`src/rtl/mem_bus_master_if.sv`:
```
// Bundle of user command, completion and arbiter-side signals for mem_bus_master.
// The master modport is the block's view; the slave modport is the user/arbiter side.
interface mem_bus_master_if;
   localparam int unsigned DATA_W = 32;
   localparam int unsigned LEN_W  = 4;

   // user command channel
   logic              req_valid;
   logic              req_ready;
   logic              req_we;
   logic [DATA_W-1:0] req_addr;
   logic [DATA_W-1:0] req_wdata;
   logic [LEN_W-1:0]  req_len;

   // completion channel
   logic [DATA_W-1:0] rdata;
   logic              rdata_valid;
   logic              done;
   logic              err;

   // arbiter channel
   logic              mem_en;
   logic              mem_burst_en;
   logic [DATA_W-1:0] mem_addr;
   logic [DATA_W-1:0] mem_di;
   logic              mem_we;
   logic              do_ack;
   logic [DATA_W-1:0] mem_do;

   modport master (
      input  req_valid, req_we, req_addr, req_wdata, req_len, do_ack, mem_do,
      output req_ready, rdata, rdata_valid, done, err,
             mem_en, mem_burst_en, mem_addr, mem_di, mem_we
   );

   modport slave (
      output req_valid, req_we, req_addr, req_wdata, req_len, do_ack, mem_do,
      input  req_ready, rdata, rdata_valid, done, err,
             mem_en, mem_burst_en, mem_addr, mem_di, mem_we
   );
endinterface

```
`src/rtl/mem_bus_master.sv`:
```
// Single-command memory bus master: one write beat or a read burst of up to MAX_LEN beats,
// with a per-beat acknowledge timeout. All outputs are registered.
module mem_bus_master #(
   parameter int unsigned TIMEOUT = 255,
   parameter int unsigned MAX_LEN = 16
) (
   input logic              clk,
   input logic              reset,
   mem_bus_master_if.master bus
);
   localparam int unsigned DATA_W = 32;
   localparam int unsigned LEN_W  = 4;
   localparam int unsigned WAIT_W = (TIMEOUT < 2) ? 1 : $clog2(TIMEOUT + 1);
   localparam logic [LEN_W-1:0] LEN_MAX = (MAX_LEN >= 16) ? LEN_W'(15) : LEN_W'(MAX_LEN - 1);
   localparam logic [WAIT_W-1:0] WAIT_LAST = WAIT_W'(TIMEOUT - 1);

   typedef enum logic [1:0] {IDLE, REQ, BURST, DONE} state_t;

   state_t state, state_d;

   logic              ready_q, ready_d;
   logic              mem_en_q, mem_en_d;
   logic              burst_q, burst_d;
   logic [DATA_W-1:0] addr_q, addr_d;
   logic [DATA_W-1:0] di_q, di_d;
   logic              we_q, we_d;
   logic [DATA_W-1:0] rdata_q, rdata_d;
   logic              rv_q, rv_d;
   logic              done_q, done_d;
   logic              err_q, err_d;
   logic [LEN_W-1:0]  beat_q, beat_d;
   logic [WAIT_W-1:0] wait_q, wait_d;

   logic              accept_c;
   logic              timeout_c;
   logic              last_beat_c;
   logic [LEN_W-1:0]  len_eff_c;

   assign accept_c    = (state == IDLE) && ready_q && bus.req_valid;
   assign timeout_c   = (wait_q == WAIT_LAST);
   assign last_beat_c = (beat_q == '0);
   assign len_eff_c   = (bus.req_len > LEN_MAX) ? LEN_MAX : bus.req_len;

   // state and output registers
   always_ff @(posedge clk) begin
      if (reset) begin
         state    <= IDLE;
         ready_q  <= 1'b1;
         mem_en_q <= 1'b0;
         burst_q  <= 1'b0;
         addr_q   <= '0;
         di_q     <= '0;
         we_q     <= 1'b0;
         rdata_q  <= '0;
         rv_q     <= 1'b0;
         done_q   <= 1'b0;
         err_q    <= 1'b0;
         beat_q   <= '0;
         wait_q   <= '0;
      end else begin
         state    <= state_d;
         ready_q  <= ready_d;
         mem_en_q <= mem_en_d;
         burst_q  <= burst_d;
         addr_q   <= addr_d;
         di_q     <= di_d;
         we_q     <= we_d;
         rdata_q  <= rdata_d;
         rv_q     <= rv_d;
         done_q   <= done_d;
         err_q    <= err_d;
         beat_q   <= beat_d;
         wait_q   <= wait_d;
      end
   end

   // next-state logic; an acknowledge always wins over a same-cycle timeout
   always_comb begin
      state_d = state;
      case (state)
         IDLE: begin
            if (accept_c) state_d = REQ;
         end
         REQ, BURST: begin
            if (bus.do_ack) state_d = last_beat_c ? DONE : BURST;
            else if (timeout_c) state_d = DONE;
         end
         DONE:    state_d = IDLE;
         default: state_d = IDLE;
      endcase
   end

   // next values of the registered outputs and counters
   always_comb begin
      ready_d  = ready_q;
      mem_en_d = mem_en_q;
      burst_d  = burst_q;
      addr_d   = addr_q;
      di_d     = di_q;
      we_d     = we_q;
      rdata_d  = rdata_q;
      rv_d     = 1'b0;
      done_d   = 1'b0;
      err_d    = 1'b0;
      beat_d   = beat_q;
      wait_d   = wait_q;
      case (state)
         IDLE: begin
            ready_d = 1'b1;
            if (accept_c) begin
               ready_d  = 1'b0;
               mem_en_d = 1'b1;
               addr_d   = bus.req_addr;
               di_d     = bus.req_wdata;
               we_d     = bus.req_we;
               beat_d   = bus.req_we ? '0 : len_eff_c;
               burst_d  = !bus.req_we && (len_eff_c != '0);
               wait_d   = '0;
            end
         end
         REQ, BURST: begin
            if (bus.do_ack) begin
               wait_d = '0;
               if (!we_q) begin
                  rdata_d = bus.mem_do;
                  rv_d    = 1'b1;
               end
               if (last_beat_c) begin
                  mem_en_d = 1'b0;
                  burst_d  = 1'b0;
                  we_d     = 1'b0;
                  done_d   = 1'b1;
               end else begin
                  beat_d  = beat_q - LEN_W'(1);
                  addr_d  = addr_q + DATA_W'(1);
                  burst_d = (beat_q != LEN_W'(1));
               end
            end else if (timeout_c) begin
               mem_en_d = 1'b0;
               burst_d  = 1'b0;
               we_d     = 1'b0;
               done_d   = 1'b1;
               err_d    = 1'b1;
               wait_d   = '0;
            end else begin
               wait_d = wait_q + WAIT_W'(1);
            end
         end
         DONE:    ready_d = 1'b1;
         default: ready_d = 1'b1;
      endcase
   end

   assign bus.req_ready    = ready_q;
   assign bus.mem_en       = mem_en_q;
   assign bus.mem_burst_en = burst_q;
   assign bus.mem_addr     = addr_q;
   assign bus.mem_di       = di_q;
   assign bus.mem_we       = we_q;
   assign bus.rdata        = rdata_q;
   assign bus.rdata_valid  = rv_q;
   assign bus.done         = done_q;
   assign bus.err          = err_q;
endmodule

```
`src/flat_wrapper.sv`:
```
// flat-port wrapper written by rule: the top's interface ports become plain ports
module mem_bus_master_flat 
#(
   parameter int unsigned TIMEOUT = 255,
   parameter int unsigned MAX_LEN = 16
)
  (clk, reset, bus_req_valid, bus_req_we, bus_req_addr, bus_req_wdata, bus_req_len, bus_do_ack, bus_mem_do, bus_req_ready, bus_rdata, bus_rdata_valid, bus_done, bus_err, bus_mem_en, bus_mem_burst_en, bus_mem_addr, bus_mem_di, bus_mem_we);
  mem_bus_master_if bus_i ();
  input logic clk;
  input logic reset;
  input wire logic [$bits(bus_i.req_valid)-1:0] bus_req_valid;
  input wire logic [$bits(bus_i.req_we)-1:0] bus_req_we;
  input wire logic [$bits(bus_i.req_addr)-1:0] bus_req_addr;
  input wire logic [$bits(bus_i.req_wdata)-1:0] bus_req_wdata;
  input wire logic [$bits(bus_i.req_len)-1:0] bus_req_len;
  input wire logic [$bits(bus_i.do_ack)-1:0] bus_do_ack;
  input wire logic [$bits(bus_i.mem_do)-1:0] bus_mem_do;
  output wire logic [$bits(bus_i.req_ready)-1:0] bus_req_ready;
  output wire logic [$bits(bus_i.rdata)-1:0] bus_rdata;
  output wire logic [$bits(bus_i.rdata_valid)-1:0] bus_rdata_valid;
  output wire logic [$bits(bus_i.done)-1:0] bus_done;
  output wire logic [$bits(bus_i.err)-1:0] bus_err;
  output wire logic [$bits(bus_i.mem_en)-1:0] bus_mem_en;
  output wire logic [$bits(bus_i.mem_burst_en)-1:0] bus_mem_burst_en;
  output wire logic [$bits(bus_i.mem_addr)-1:0] bus_mem_addr;
  output wire logic [$bits(bus_i.mem_di)-1:0] bus_mem_di;
  output wire logic [$bits(bus_i.mem_we)-1:0] bus_mem_we;
  assign bus_i.req_valid = bus_req_valid;
  assign bus_i.req_we = bus_req_we;
  assign bus_i.req_addr = bus_req_addr;
  assign bus_i.req_wdata = bus_req_wdata;
  assign bus_i.req_len = bus_req_len;
  assign bus_i.do_ack = bus_do_ack;
  assign bus_i.mem_do = bus_mem_do;
  assign bus_req_ready = bus_i.req_ready;
  assign bus_rdata = bus_i.rdata;
  assign bus_rdata_valid = bus_i.rdata_valid;
  assign bus_done = bus_i.done;
  assign bus_err = bus_i.err;
  assign bus_mem_en = bus_i.mem_en;
  assign bus_mem_burst_en = bus_i.mem_burst_en;
  assign bus_mem_addr = bus_i.mem_addr;
  assign bus_mem_di = bus_i.mem_di;
  assign bus_mem_we = bus_i.mem_we;
  mem_bus_master #(.TIMEOUT(TIMEOUT), .MAX_LEN(MAX_LEN)) u_core (.clk(clk), .reset(reset), .bus(bus_i));
endmodule
```
`config.mk`:
```
export PLATFORM = sky130hd
export DESIGN_NAME = mem_bus_master_flat
export DESIGN_NICKNAME = d
export VERILOG_FILES = /design/src/rtl/mem_bus_master_if.sv /design/src/rtl/mem_bus_master.sv /design/src/flat_wrapper.sv
export SDC_FILE = /design/constraint.sdc
export NUM_CORES = 1
export LEC_CHECK = 0
export CORE_MARGIN = 8
export CORE_UTILIZATION = 49
export CTS_BUF_LIST = sky130_fd_sc_hd__clkbuf_4
export CTS_CLUSTER_DIAMETER = 120
export DETAILED_ROUTE_END_ITERATION = 8
export MAX_ROUTING_LAYER = met4
export PLACE_DENSITY = 0.9
export SYNTH_ARGS = -nofsm -noshare
export SYNTH_HDL_FRONTEND = slang
export SYNTH_SLANG_ARGS = --single-unit
```
`constraint.sdc`:
```
create_clock -name clk -period 4.61 [get_ports clk]
set_input_delay 0.461 -clock clk [delete_from_list [all_inputs] [get_ports clk]]
set_output_delay 0.461 -clock clk [all_outputs]
set_load 0.02 [all_outputs]
```
After elaboration in Yosys (flattened, before gate mapping). Cells that the tools add are included.

Output and inout bits: 103. Flip-flop bits (word level): 117.

Mux-type cells: 36. Eq/ne operators: 10. $lt $le $gt $ge: 1. Bitwise operators: 3. Add/subtract/negate cells: 3. Reduce and logical (&&, ||, !) cells: 20.

Operator list (number): 32-bit two-way mux (3); 32-bit case mux with 2 select lines (1); 32-bit by 1-bit adder with 32-bit output, second input constant (1); 8-bit two-way mux (3); 4-bit two-way mux (5); 8-bit case mux with 2 select lines (1); 1-bit two-way mux (14); 8-bit by 1-bit adder with 8-bit output, second input constant (1); 8-bit == test, second input constant (1); 1-bit case mux with 2 select lines (4); 4-bit case mux with 2 select lines (1); 4-bit AND reduction (2); 2-bit two-way mux (3); 3-bit by 2-bit inequality test with 1-bit output, second input constant (2); 2-bit case mux with 3 select lines (1); 2-bit AND reduction (3); 3-bit AND reduction (2); 3-bit OR reduction (2); 2-bit == test, second input constant (2); 4-bit > comparator, second input constant (1); 4-bit logical NOT (1); 2-bit inequality test, second input constant (2); 4-bit by 1-bit inequality test with 1-bit output, second input constant (1); 2-bit nonzero test (2); 9 further kinds (14).

Logic depth before layout (Yosys ltp).
Depth after elaboration: 6. Depth in mapped cells: 9.

Worst setup path before layout. OpenSTA, ideal clock, no wires.

Kind: register -> register. Start: register u_core.state[0]. End: register u_core.addr_q[8], in the netlist u_core.bus.mem_addr[8]. Data required time: 4.534 ns. Arrival time: 1.882 ns. Slack: 2.653 ns. Library setup time: 0.076 ns. Buffers on the path: 2. Stages on the path, launching flop included: 9. Path through: dfxtp_1 -> inv_1 -> ha_1 -> nor2b_1 -> o211ai_1 -> clkbuf_1 -> buf_2 -> a22oi_1 -> o22ai_1.

Cells in the longest elaborated chain, start to end: 5. Elaborated cells on any way between the ends: 12. Classes of those cells: eq/ne (5); mux (1); reduce/logical (6).

RTL lines: start: declaration (RTL line mem_bus_master.sv:19) `state_t state, state_d;`; start signal: assignment (RTL line mem_bus_master.sv:61) `state <= state_d;`; 2-bit logical NOT (RTL line mem_bus_master.sv:39, mem_bus_master.sv:107); 1-bit logical AND (2 in a row) (RTL line mem_bus_master.sv:39) `assign accept_c = (state == IDLE) && ready_q && bus.req_valid;`; 2-bit by 1-bit inequality test with 1-bit output (no source line); 4-bit AND reduction (no source line); end signal: assignment (RTL line mem_bus_master.sv:65) `addr_q <= addr_d;`; end: declaration (RTL line mem_bus_master.sv:24) `logic [DATA_W-1:0] addr_q, addr_d;`.

Parallel ways exist; a longest one is shown, timed or not. A chain may end at the register's enable or synchronous reset.

Worst setup path in the final report.
Start: register u_core.state[0]. End: register u_core.addr_q[30], in the netlist u_core.bus.mem_addr[30].

The elaborated chain is that of the path after synthesis.

==> metrics.md <==
| Metric | Value |
|---|---|
| Switching power summed over all nets | `1.96 mW` |
| Die width | `121 microns` |
| Power share of the combinational group | `0.478` |
| Clock share of power | `0.171` |
| Worst clock skew | `between 0.02 and 0.03 ns` |
| Vias in the first global route | `5821` |
| Layout cell share with drive strength beyond 1 | `0.0646` |
| Number of flops mapped to enable cells by yosys | `0` |
| Worst hold-check path type | `in -> reg` |
| Drt wl/cell | `18.6 microns` |
| Total CTS buffers | `17` |
| Multi-input gate area in the final layout | `between 2000 and 3000 sq um` |
| Outcome | `completed` |
| Clk slew on worst S/H paths | `approximately 0.11 ns` |
| Clock Path Buffers | `2` |
| Number of warnings reported in the yosys synthesis log | `0` |
| H-tree depth | `4` |
| Clock tree from TritonCTS | `yes` |
| Total overflow reported by the global router | `0` |
| First-pass detailed-route iteration total | `5` |
| Critical Path RT | `5.07 ns` |
| Flop pwr share | `0.350` |
| Core footprint | `10800 sq um` |
| Area added between synthesis and finish | `44.5%` |
| Die outline area | `14600 sq um` |
| TNS Setup | `0 ns` |
| Signal arrival time at the worst endpoint | `3.44 ns` |
| Clock insertion delay at the later pin of the skew report | `0.54 ns` |
| Post-CTS Repair Setup Buffers | `0` |
| Number of antenna violations at the first check in global routing | `1` |
| Share of the clock period used by the worst path | `0.648` |
| Setup violators final | `0` |
| Actual transition at the worst max-transition pin | `1.21 ns` |
| Dominant synthesized flop cell | `dfxtp_1` |
| Worst relative slew slack | `0.194` |
| Leakage | `about 2.8 nW` |
| Unrepaired setup endpoints after global routing | `no` |
| Category of the worst setup path launch point | `flip-flop` |
| HPWL reported at the end of detailed placement | `around 14000 microns` |
| Minimum clock period | `between 2 and 3 ns` |
| Die Span Y | `121 microns` |
| Number of fill cells | `818` |
| Total of hold buffers inserted after clock tree synthesis | `0` |
| P per Cell Area | `566 nW/um^2` |
| Hold violation count in the final report | `0` |
| Fmax | `335 MHz` |
| Maximum number of pins on one net before global-route repair | `97` |
| Commonest cells after routing, fill and taps aside | `clkdlybuf4s50_1 (206), nand2_1 (161), dfxtp_1 (117)` |
| Top-level I/O count | `208` |
| Drt via density | `a little under 6` |
| Number of vias in the routed layout | `between 6000 and 7000` |
| Worst-path maximum fanout | `58` |
| Fin util | `0.722` |
| Root Driver | `clkbuf_4` |
| Synthesized instance count | `682` |
| Global-route wire length before repair | `between 20000 and 30000 microns` |
| Number of input and output port buffers inserted | `207` |
| Setup Crit Path Kind | `reg -> reg` |
| Switching fraction of total power | `0.444` |
| Synthesized area per cell | `7.91 sq um` |
| Worst-case vdd ir drop | `0.000351 V` |
| Standard-cell row count | `38` |
| Cell internal power dissipation | `2.45 mW` |
| DRC violations left | `0` |
| Final ANT Viol Nets | `0` |
| Number of gates given a new drive strength after cts | `0` |
| Initial DRC Count | `729` |
| Number of maximum-capacitance violations | `0` |
| Final GP Congestion | `~0.90` |
| Most frequent standard cell in the layout excluding fill and tap cells | `clkdlybuf4s50_1` |
| Synthesized net count | `795` |
| Post-synthesis instance area | `5390 sq um` |
| Flip-flop and latch area | `2340 sq um` |
| Distinct cell type count after synthesis | `59` |
| Global-route total usage across every layer | `0.261` |
| Seq cells post-synth | `117` |
| Max-slew violations | `0` |
| Setup crit end kind | `flip-flop` |
| Count of clock tree sinks | `117` |
| Sequential share of the synthesized area | `0.434` |
| Fraction of registers with async set or reset after synthesis | `0` |
| Net total in the final layout | `984` |
| Detailed Route WL | `19100 microns` |
| Initial core utilization | `0.500` |
-- kinds of logic (layout without fill, tap and decap cells) --
logic type	after synthesis	count (layout)	synth area share
and+or+nand+nor	307	307	0.276
AOI/OAI and AO/OA	176	176	0.193
DFF	117	117	0.434
buffers and inverters	52	253	0.0378
muxes	17	17	0.0322
adders and majority gates	8	8	0.0186
xor gates and xnor gates	5	5	0.00812
other	0	1	0
-- worst paths after layout --
check / startpoint / end / slack (ns) / cells after the start
max: u_core.state[0] / u_core.bus.mem_addr[30] / 1.62 / 7
min: reset / u_core.bus.req_ready / 0.42 / 3
max reg2reg: u_core.state[0] / u_core.bus.mem_addr[30] / 1.62 / 7
min reg2reg: u_core.bus.mem_di[4] / u_core.bus.mem_di[4] / 0.46 / 2
-- power by group through the flow --
stage / sequential [mW] / combinational (mW) / clock, mW
after detailed placement: 1.56 / 2.09 / 0
after CTS: 1.54 / 2.10 / 0.763
final: 1.54 / 2.11 / 0.756
after global routing: 1.58 / 2.26 / 0.809
after global placement: 1.54 / 2.01 / 0
after floorplan: 1.78 / 0.999 / 0
-- per-layer routing --
metal | GRT usage | vias to the layer above | wire (microns)
met3 | 0.0670 | 72 | 1720
met2 | 0.433 | 335 | 9550
met5 | - | - | 0
met4 | 0.153 | 0 | 882
li1 | - | 2804 | -
met1 | 0.277 | 2813 | 6920
-- synth_stat cells, types with 3 or more instances --
library cell | number | share of area
o21bai_1 | 3 | 0.0042
a21boi_0 | 3 | 0.0042
a22oi_1 | 5 | 0.0070
nand3_1 | 21 | 0.019
xor2_1 | 4 | 0.0065
or4_1 | 3 | 0.0042
a211oi_1 | 5 | 0.0070
o221ai_1 | 4 | 0.0065
nor4_1 | 6 | 0.0070
buf_2 | 7 | 0.0065
o22ai_1 | 9 | 0.010
dfxtp_1 | 117 | 0.43
o21ai_0 | 19 | 0.018
inv_1 | 10 | 0.0070
nor2_1 | 35 | 0.024
mux2i_1 | 14 | 0.026
nand4_1 | 16 | 0.019
or3_1 | 3 | 0.0035
o311ai_0 | 5 | 0.0081
and3_1 | 5 | 0.0058
o211ai_1 | 5 | 0.0070
buf_1 | 9 | 0.0063
nor2b_1 | 9 | 0.010
nand2_1 | 161 | 0.11
nor3b_1 | 10 | 0.014
ha_1 | 8 | 0.019
clkbuf_1 | 26 | 0.018
a21oi_1 | 98 | 0.091
nor3_1 | 13 | 0.012
nand2b_1 | 6 | 0.0070
a31oi_1 | 7 | 0.0081
-- flip-flops by register name, indices dropped and copies added, names as in the netlist --
signal	flops
u_core.bus.req_ready	1
u_core.bus.mem_di	32
u_core.bus.err	1
u_core.bus.rdata	32
u_core.bus.mem_we	1
u_core.bus.rdata_valid	1
u_core.bus.mem_burst_en	1
u_core.wait_q	8
u_core.beat_q	4
u_core.bus.mem_addr	32
u_core.bus.mem_en	1
u_core.state	2
u_core.bus.done	1
-- layout make-up --
| cell class | count | area share |
|---|---|---|
| antenna | 1 | 0.000321 |
| clock buffer | 17 | 0.0164 |
| clock inverter | 14 | 0.0197 |
| inverter | 10 | 0.00482 |
| multi-input combinational | 513 | 0.366 |
| sequential | 117 | 0.300 |
| tap | 140 | 0.0225 |
| timing repair buffer | 212 | 0.270 |
-- worst max-delay path: stages (launching register included) --
cell,delay [ns]
dfxtp_1,0.41
inv_1,0.07
ha_2,0.44
buf_4,0.53
nand2_1,0.53
or4_1,0.63
o22ai_1,0.14
o21bai_1,0.14
-- metrics by stage --
stage / total power, mW / hold slack, ns / std cells / instance area (sq um) / setup WS [ns]
after detailed placement: 3.64 / 0.446 / 992 / 7510 / 1.57
after global routing: 4.66 / 0.405 / 1024 / 7790 / 1.51
final: 4.41 / 0.420 / 1024 / 7790 / 1.62
after global placement: 3.55 / 0.441 / 992 / 7510 / 1.61
after CTS: 4.40 / 0.386 / 1023 / 7790 / 1.70
after floorplan: 2.77 / 0.454 / 682 / 5390 / 2.65
(Power assumes the default switching activity.)
